`src/rtl/audio_pkg.sv`:
```
// audio_pkg: shared step constants and types for the audio frame sequencer
package audio_pkg;
    localparam int STEP_W           = 3;
    localparam int TICK_DIV_DEFAULT = 32768;
    typedef logic [STEP_W-1:0] step_t;
    localparam step_t STEP_SWEEP_A  = 3'd2;
    localparam step_t STEP_SWEEP_B  = 3'd6;
    localparam step_t STEP_ENV      = 3'd7;
endpackage

```
`src/rtl/tick_divider.sv`:
```
// tick_divider: modulo-N counter with synchronous clear/enable and a combinational wrap pulse
module tick_divider #(
    parameter int N = 32768,
    parameter int W = 15
) (
    input  logic         clock,
    input  logic         reset,
    input  logic         clr,
    input  logic         en,
    output logic [W-1:0] cnt,
    output logic         wrap
);
    logic [W-1:0] cnt_q;
    logic [W-1:0] cnt_d;
    assign cnt  = cnt_q;
    assign wrap = en && !clr && (cnt_q == W'(N - 1));
    // next count: restart from zero on wrap, otherwise advance when enabled
    always_comb cnt_d = wrap ? '0 : (en ? cnt_q + W'(1) : cnt_q);
    // counter register; clear takes priority over counting
    always_ff @(posedge clock) begin
        if (reset || clr) cnt_q <= '0;
        else              cnt_q <= cnt_d;
    end
endmodule

```
`src/rtl/frame_sequencer.sv`:
```
// frame_sequencer: 512 Hz length/sweep/envelope strobes; FRAME_SEQ_FRAME_CNT_EN adds a frame_cnt debug port
module frame_sequencer
    import audio_pkg::*;
#(
    parameter int TICK_DIV = TICK_DIV_DEFAULT,
    parameter int DIV_W    = 15
) (
    input  logic        clock,
    input  logic        reset,
    input  logic        restart,
    input  logic        master_en,
    output logic        length_tick,
    output logic        sweep_tick,
    output logic        envelope_tick,
`ifdef FRAME_SEQ_FRAME_CNT_EN
    output logic [15:0] frame_cnt,
`endif
    output step_t       step
);
    logic             clr;
    logic             wrap;
    logic [DIV_W-1:0] div_q;
    step_t            step_q, step_d;
    logic             len_q, len_d, swp_q, swp_d, env_q, env_d;

    // restart and a disabled master both freeze and clear the sequencer
    assign clr           = restart || !master_en;
    assign step          = step_q;
    assign length_tick   = len_q;
    assign sweep_tick    = swp_q;
    assign envelope_tick = env_q;

    tick_divider #(.N(TICK_DIV), .W(DIV_W)) u_div (
        .clock (clock),
        .reset (reset),
        .clr   (clr),
        .en    (1'b1),
        .cnt   (div_q),
        .wrap  (wrap)
    );

    // decode the step being executed on a divider wrap into strobes
    always_comb begin
        step_d = wrap ? step_t'(step_q + 3'd1) : step_q;
        len_d  = wrap && !step_q[0];
        swp_d  = wrap && (step_q == STEP_SWEEP_A || step_q == STEP_SWEEP_B);
        env_d  = wrap && (step_q == STEP_ENV);
    end

    // step index and registered one-cycle strobes
    always_ff @(posedge clock) begin
        if (reset || clr) begin
            step_q <= '0;
            len_q  <= 1'b0;
            swp_q  <= 1'b0;
            env_q  <= 1'b0;
        end else begin
            step_q <= step_d;
            len_q  <= len_d;
            swp_q  <= swp_d;
            env_q  <= env_d;
        end
    end

`ifdef FRAME_SEQ_FRAME_CNT_EN
    logic [15:0] fc_q, fc_d;
    assign frame_cnt = fc_q;
    // a frame completes when step 7 executes; count saturates at all ones
    always_comb fc_d = (wrap && step_q == STEP_ENV && fc_q != 16'hFFFF) ? fc_q + 16'd1 : fc_q;
    // saturating completed-frame counter
    always_ff @(posedge clock) begin
        if (reset || clr) fc_q <= '0;
        else              fc_q <= fc_d;
    end
`endif
endmodule

```
`config.mk`:
```
export PLATFORM = sky130hd
export DESIGN_NAME = frame_sequencer
export DESIGN_NICKNAME = d
export VERILOG_FILES = /design/src/rtl/audio_pkg.sv /design/src/rtl/tick_divider.sv /design/src/rtl/frame_sequencer.sv
export SDC_FILE = /design/constraint.sdc
export NUM_CORES = 1
export LEC_CHECK = 0
export ABC_AREA = 0
export BUFFER_PORTS_ARGS = -buffer_cell sky130_fd_sc_hd__buf_2
export CORE_MARGIN = 4
export CORE_UTILIZATION = 63
export CTS_BUF_LIST = sky130_fd_sc_hd__clkbuf_8
export DETAILED_ROUTE_END_ITERATION = 16
export GPL_TIMING_DRIVEN = 0
export PLACE_DENSITY = 0.85
export SLEW_MARGIN = 20
export SYNTH_ARGS = -nofsm -noshare
export SYNTH_HDL_FRONTEND = slang
export SYNTH_SLANG_ARGS = --single-unit
```
`constraint.sdc`:
```
create_clock -name clock -period 4.8 [get_ports clock]
set_input_delay 1.2 -clock clock [delete_from_list [all_inputs] [get_ports clock]]
set_output_delay 1.2 -clock clock [all_outputs]
set_load 0.05 [all_outputs]
```
==> flow_metrics.py <==
metrics = {
    "sta": {
        "fmax_mhz": 463,
        "worst_pin_slew_ns": 0.632,
        "setup_violations": 0,
        "grt_setup_unrepaired": "no",
        "holdWs_ns": 0.485,
        "fin_skew_ns": 0.00498,
        "tns_ns": 0,
        "timing_hold_violations_final": 0,
        "slew_headroom": 0.578,
        "setup_ws_ns": 2.64,
        "finalCritPeriodShare": 0.450,
        "period_needed_ns": 2.16,
        "timing.final.max_slew_violations": 0,
    },
    "yosys": {
        "synth_seq_cells": 21,
        "muxShareOfSynthArea": 0.0320,
        "syn_area_um2": 940,
        "synth_warnings": 0,
        "yosys.area_share.simple": 0.309,
        "synthCells": 100,
        "synth_adder_area_share": 0.0533,
        "synth_nets": 108,
        "ys.flop_type": "dfxtp_1",
        "synth_compound_area_frac": 0,
        "ys_seq_area_frac": 0.447,
        "async_flop_share": 0,
        "synth_enable_flop_cells": 0,
        "syn_avg_cell_area_um2": 9.40,
        "synth.distinct_cells": 21,
        "synth_top_family_by_area": "simple AND/OR/NAND/NOR gates",
        "yosys.area_share.xor_xnor": 0.121,
    },
    "pwr": {
        "p_leak_nw": 0.411,
        "comb_power_share": 0.020,
        "switching_share": 0.197,
        "power.internal_mw": 0.235,
        "pwr-share-seq": 0.599,
        "clockPowerShare": 0.381,
        "pwr_density_cell_mw_per_mm2": 278,
        "total_power_mw": 0.292,
        "switchingPower_mw": 0.0576,
        "worst_ir_drop_vdd_v": 0.000171,
    },
    "finish": {
        "syn_to_final_growth_pct": 11.7,
        "num-fill-cells": 94,
        "antennaDiodeCount": 0,
        "drive_gt1_frac": 0.186,
        "design_area_mm2": 0.00105,
        "nNetsFinal": 122,
    },
    "route": {
        "first_pass_iters": 4,
        "drt-wirelength-per-cell_um": 13.5,
        "ant_nets": 0,
        "vias": 716,
        "via_per_inst": 5.59,
        "drt_iter0_drc": 25,
        "routed_wirelength_mm": 1.72,
        "remaining_drc_errors": 0,
    },
    "flow_run": {
        "drv_cap": 0,
    },
    "critical_path": {
        "path_cells": "buf_2, nor3b_1, nand2b_1, buf_6, nor2_1",
        "reg2reg_to": "u_div.cnt[7]$_SDFF_PP0_",
        "startpoint_type": "primary input",
        "slowest_delay_ns": 0.54,
        "critPathSlowestCell": "nor3b_1",
        "critical_path_class": "in -> reg",
        "crit_required_ns": 5.00,
        "reg2reg_depth": 6,
        "reg2reg_setup_slack_ns": 2.96,
        "rr_startpoint": "u_div.cnt[0]$_SDFF_PP0_",
        "worstPathMaxFanout": 10,
        "cp.arrival_ns": 2.35,
        "cp.buffers_inverters": 2,
        "critPathCaptureType": "flop",
        "critical-path-top-delay-family": "simple AND/OR/NAND/NOR gates",
    },
    "worst_hold_path": {
        "holdPathEnd": "u_div.cnt[0]$_SDFF_PP0_",
        "holdCritPathClass": "reg -> reg",
        "min_from": "u_div.cnt[0]$_SDFF_PP0_",
        "whs_path_depth": 1,
    },
    "die": {
        "io_pins": 10,
        "dieArea_mm2": 0.00217,
        "start_util": 0.696,
        "placementRows": 13,
        "die_width_um": 46.6,
        "fp.dieH_um": 46.6,
        "core_mm2": 0.00135,
    },
    "clocking": {
        "clkLatencyLatePin_ns": 0.26,
        "cts_buffers": 3,
        "cts_setup_buffers": 0,
        "clockRootBuffer": "clkbuf_8",
        "clockBufferDepth": 2,
        "path_clk_slew_ns": 0.07,
        "clock-sinks": 21,
        "cts-resized-gates": 0,
        "htree_levels": 1,
        "cts_hold_buffers": 0,
        "cts_tree": "built",
    },
    "global_route": {
        "grt_max_degree": 13,
        "grt_usage": 0.189,
        "antenna_found_initial": 0,
        "grt_first_pass_wirelength_mm": 2.83,
        "grt_pass1_vias": 665,
        "overflow": 0,
    },
    "placed_design": {
        "gp_congestion": 0.832,
        "place_area_mm2": 0.00100,
        "dp_hpwl_mm": 1.17,
        "preCtsSetupSlack_ns": 2.44,
        "port_buffers": 9,
    },
    "run_status": {
        "status": "complete, no violations",
    },
}
-- routing by layer --
layer | GRT usage | wire length (um) | up-vias | part of all wire
met2 | 0.294 | 819 | 24 | 0.48
li1 | - | - | 361 | -
met4 | 0.0939 | 29 | 0 | 0.017
met1 | 0.245 | 769 | 326 | 0.45
met3 | 0.0391 | 104 | 5 | 0.060
met5 | 0 | 0 | - | 0
-- logic make-up (layout without fill, tap and decap cells) --
| group | Yosys count | after routing |
|---|---|---|
| xor+xnor | 13 | 13 |
| mux | 3 | 3 |
| flops | 21 | 21 |
| buf+inv | 7 | 20 |
| simple gates | 52 | 52 |
| fa+ha+maj | 4 | 4 |
-- worst register-to-register path: cells and delay by family (launching register included) --
family / cells / cell delay, ns
buffers and inverters: 1 / 0.16
and+or+nand+nor: 4 / 0.86
adders and majority gates: 1 / 0.32
DFF: 1 / 0.40
-- cells in the final DEF (no fill, tap or decap), drive strengths merged --
master   n
and3     5
buf     10
clkbuf   4
clkinv   1
dfxtp   21
ha       4
inv      5
mux2i    3
nand2    6
nand2b   2
nand3    6
nand4    5
nor2    18
nor3     4
nor3b    1
nor4     4
or3b     1
xnor2   10
xor2     3
-- sequential cells by signal, summed over array words and instances, names as in the netlist --
| register | cells |
|---|---|
| step | 3 |
| u_div.cnt | 15 |
| sweep_tick | 1 |
| envelope_tick | 1 |
| length_tick | 1 |
-- area by class of cell --
type,count,area [um^2],area share
well taps,15,18.8,0.0179
clock inverters,1,5.00,0.00477
repair buffers,9,45.0,0.0429
flip-flops and latches,21,420,0.400
inverters,5,18.8,0.0179
multi-input cells,72,484,0.461
clock buffers,3,41.3,0.0393
plain buffers,2,16.3,0.0155
-- power groups by stage --
stage	clock network, mW	logic (mW)	registers, mW
2_1_floorplan	0	0.00339	0.179
3_3_place_gp	0	0.00540	0.179
3_5_place_dp	0	0.00574	0.179
4_1_cts	0.115	0.00583	0.175
5_1_grt	0.121	0.00670	0.175
6_report	0.111	0.00577	0.175
-- how the worst max path moves through the flow --
stage,start,end,slack [ns],cells past startpoint
after floorplan,restart,u_div.cnt[13]$_SDFF_PP0_,2.77,4
after global placement,restart,u_div.cnt[2]$_SDFF_PP0_,2.45,5
after detailed placement,restart,u_div.cnt[5]$_SDFF_PP0_,2.44,5
after CTS,restart,u_div.cnt[5]$_SDFF_PP0_,2.63,5
after global routing,restart,u_div.cnt[6]$_SDFF_PP0_,2.38,5
final,restart,u_div.cnt[9]$_SDFF_PP0_,2.64,5
-- synth_stat cells (all sizes together) (2+ instances only) --
library cell / number / share of area
mux2i: 3 / 0.032
nand2b: 2 / 0.013
ha: 4 / 0.053
nor2: 18 / 0.072
nor4: 4 / 0.043
and3: 5 / 0.037
nand3: 6 / 0.032
nand4: 5 / 0.049
nand2: 6 / 0.024
xor2: 3 / 0.028
inv: 5 / 0.020
nor3: 4 / 0.021
xnor2: 10 / 0.093
dfxtp: 21 / 0.45
-- through the flow --
stage / std cells / utilization
finish: 128 / 0.778
global route: 128 / 0.778
CTS: 128 / 0.778
detailed placement: 124 / 0.743
global placement: 124 / 0.743
floorplan: 100 / -
(Power assumes the default switching activity.)
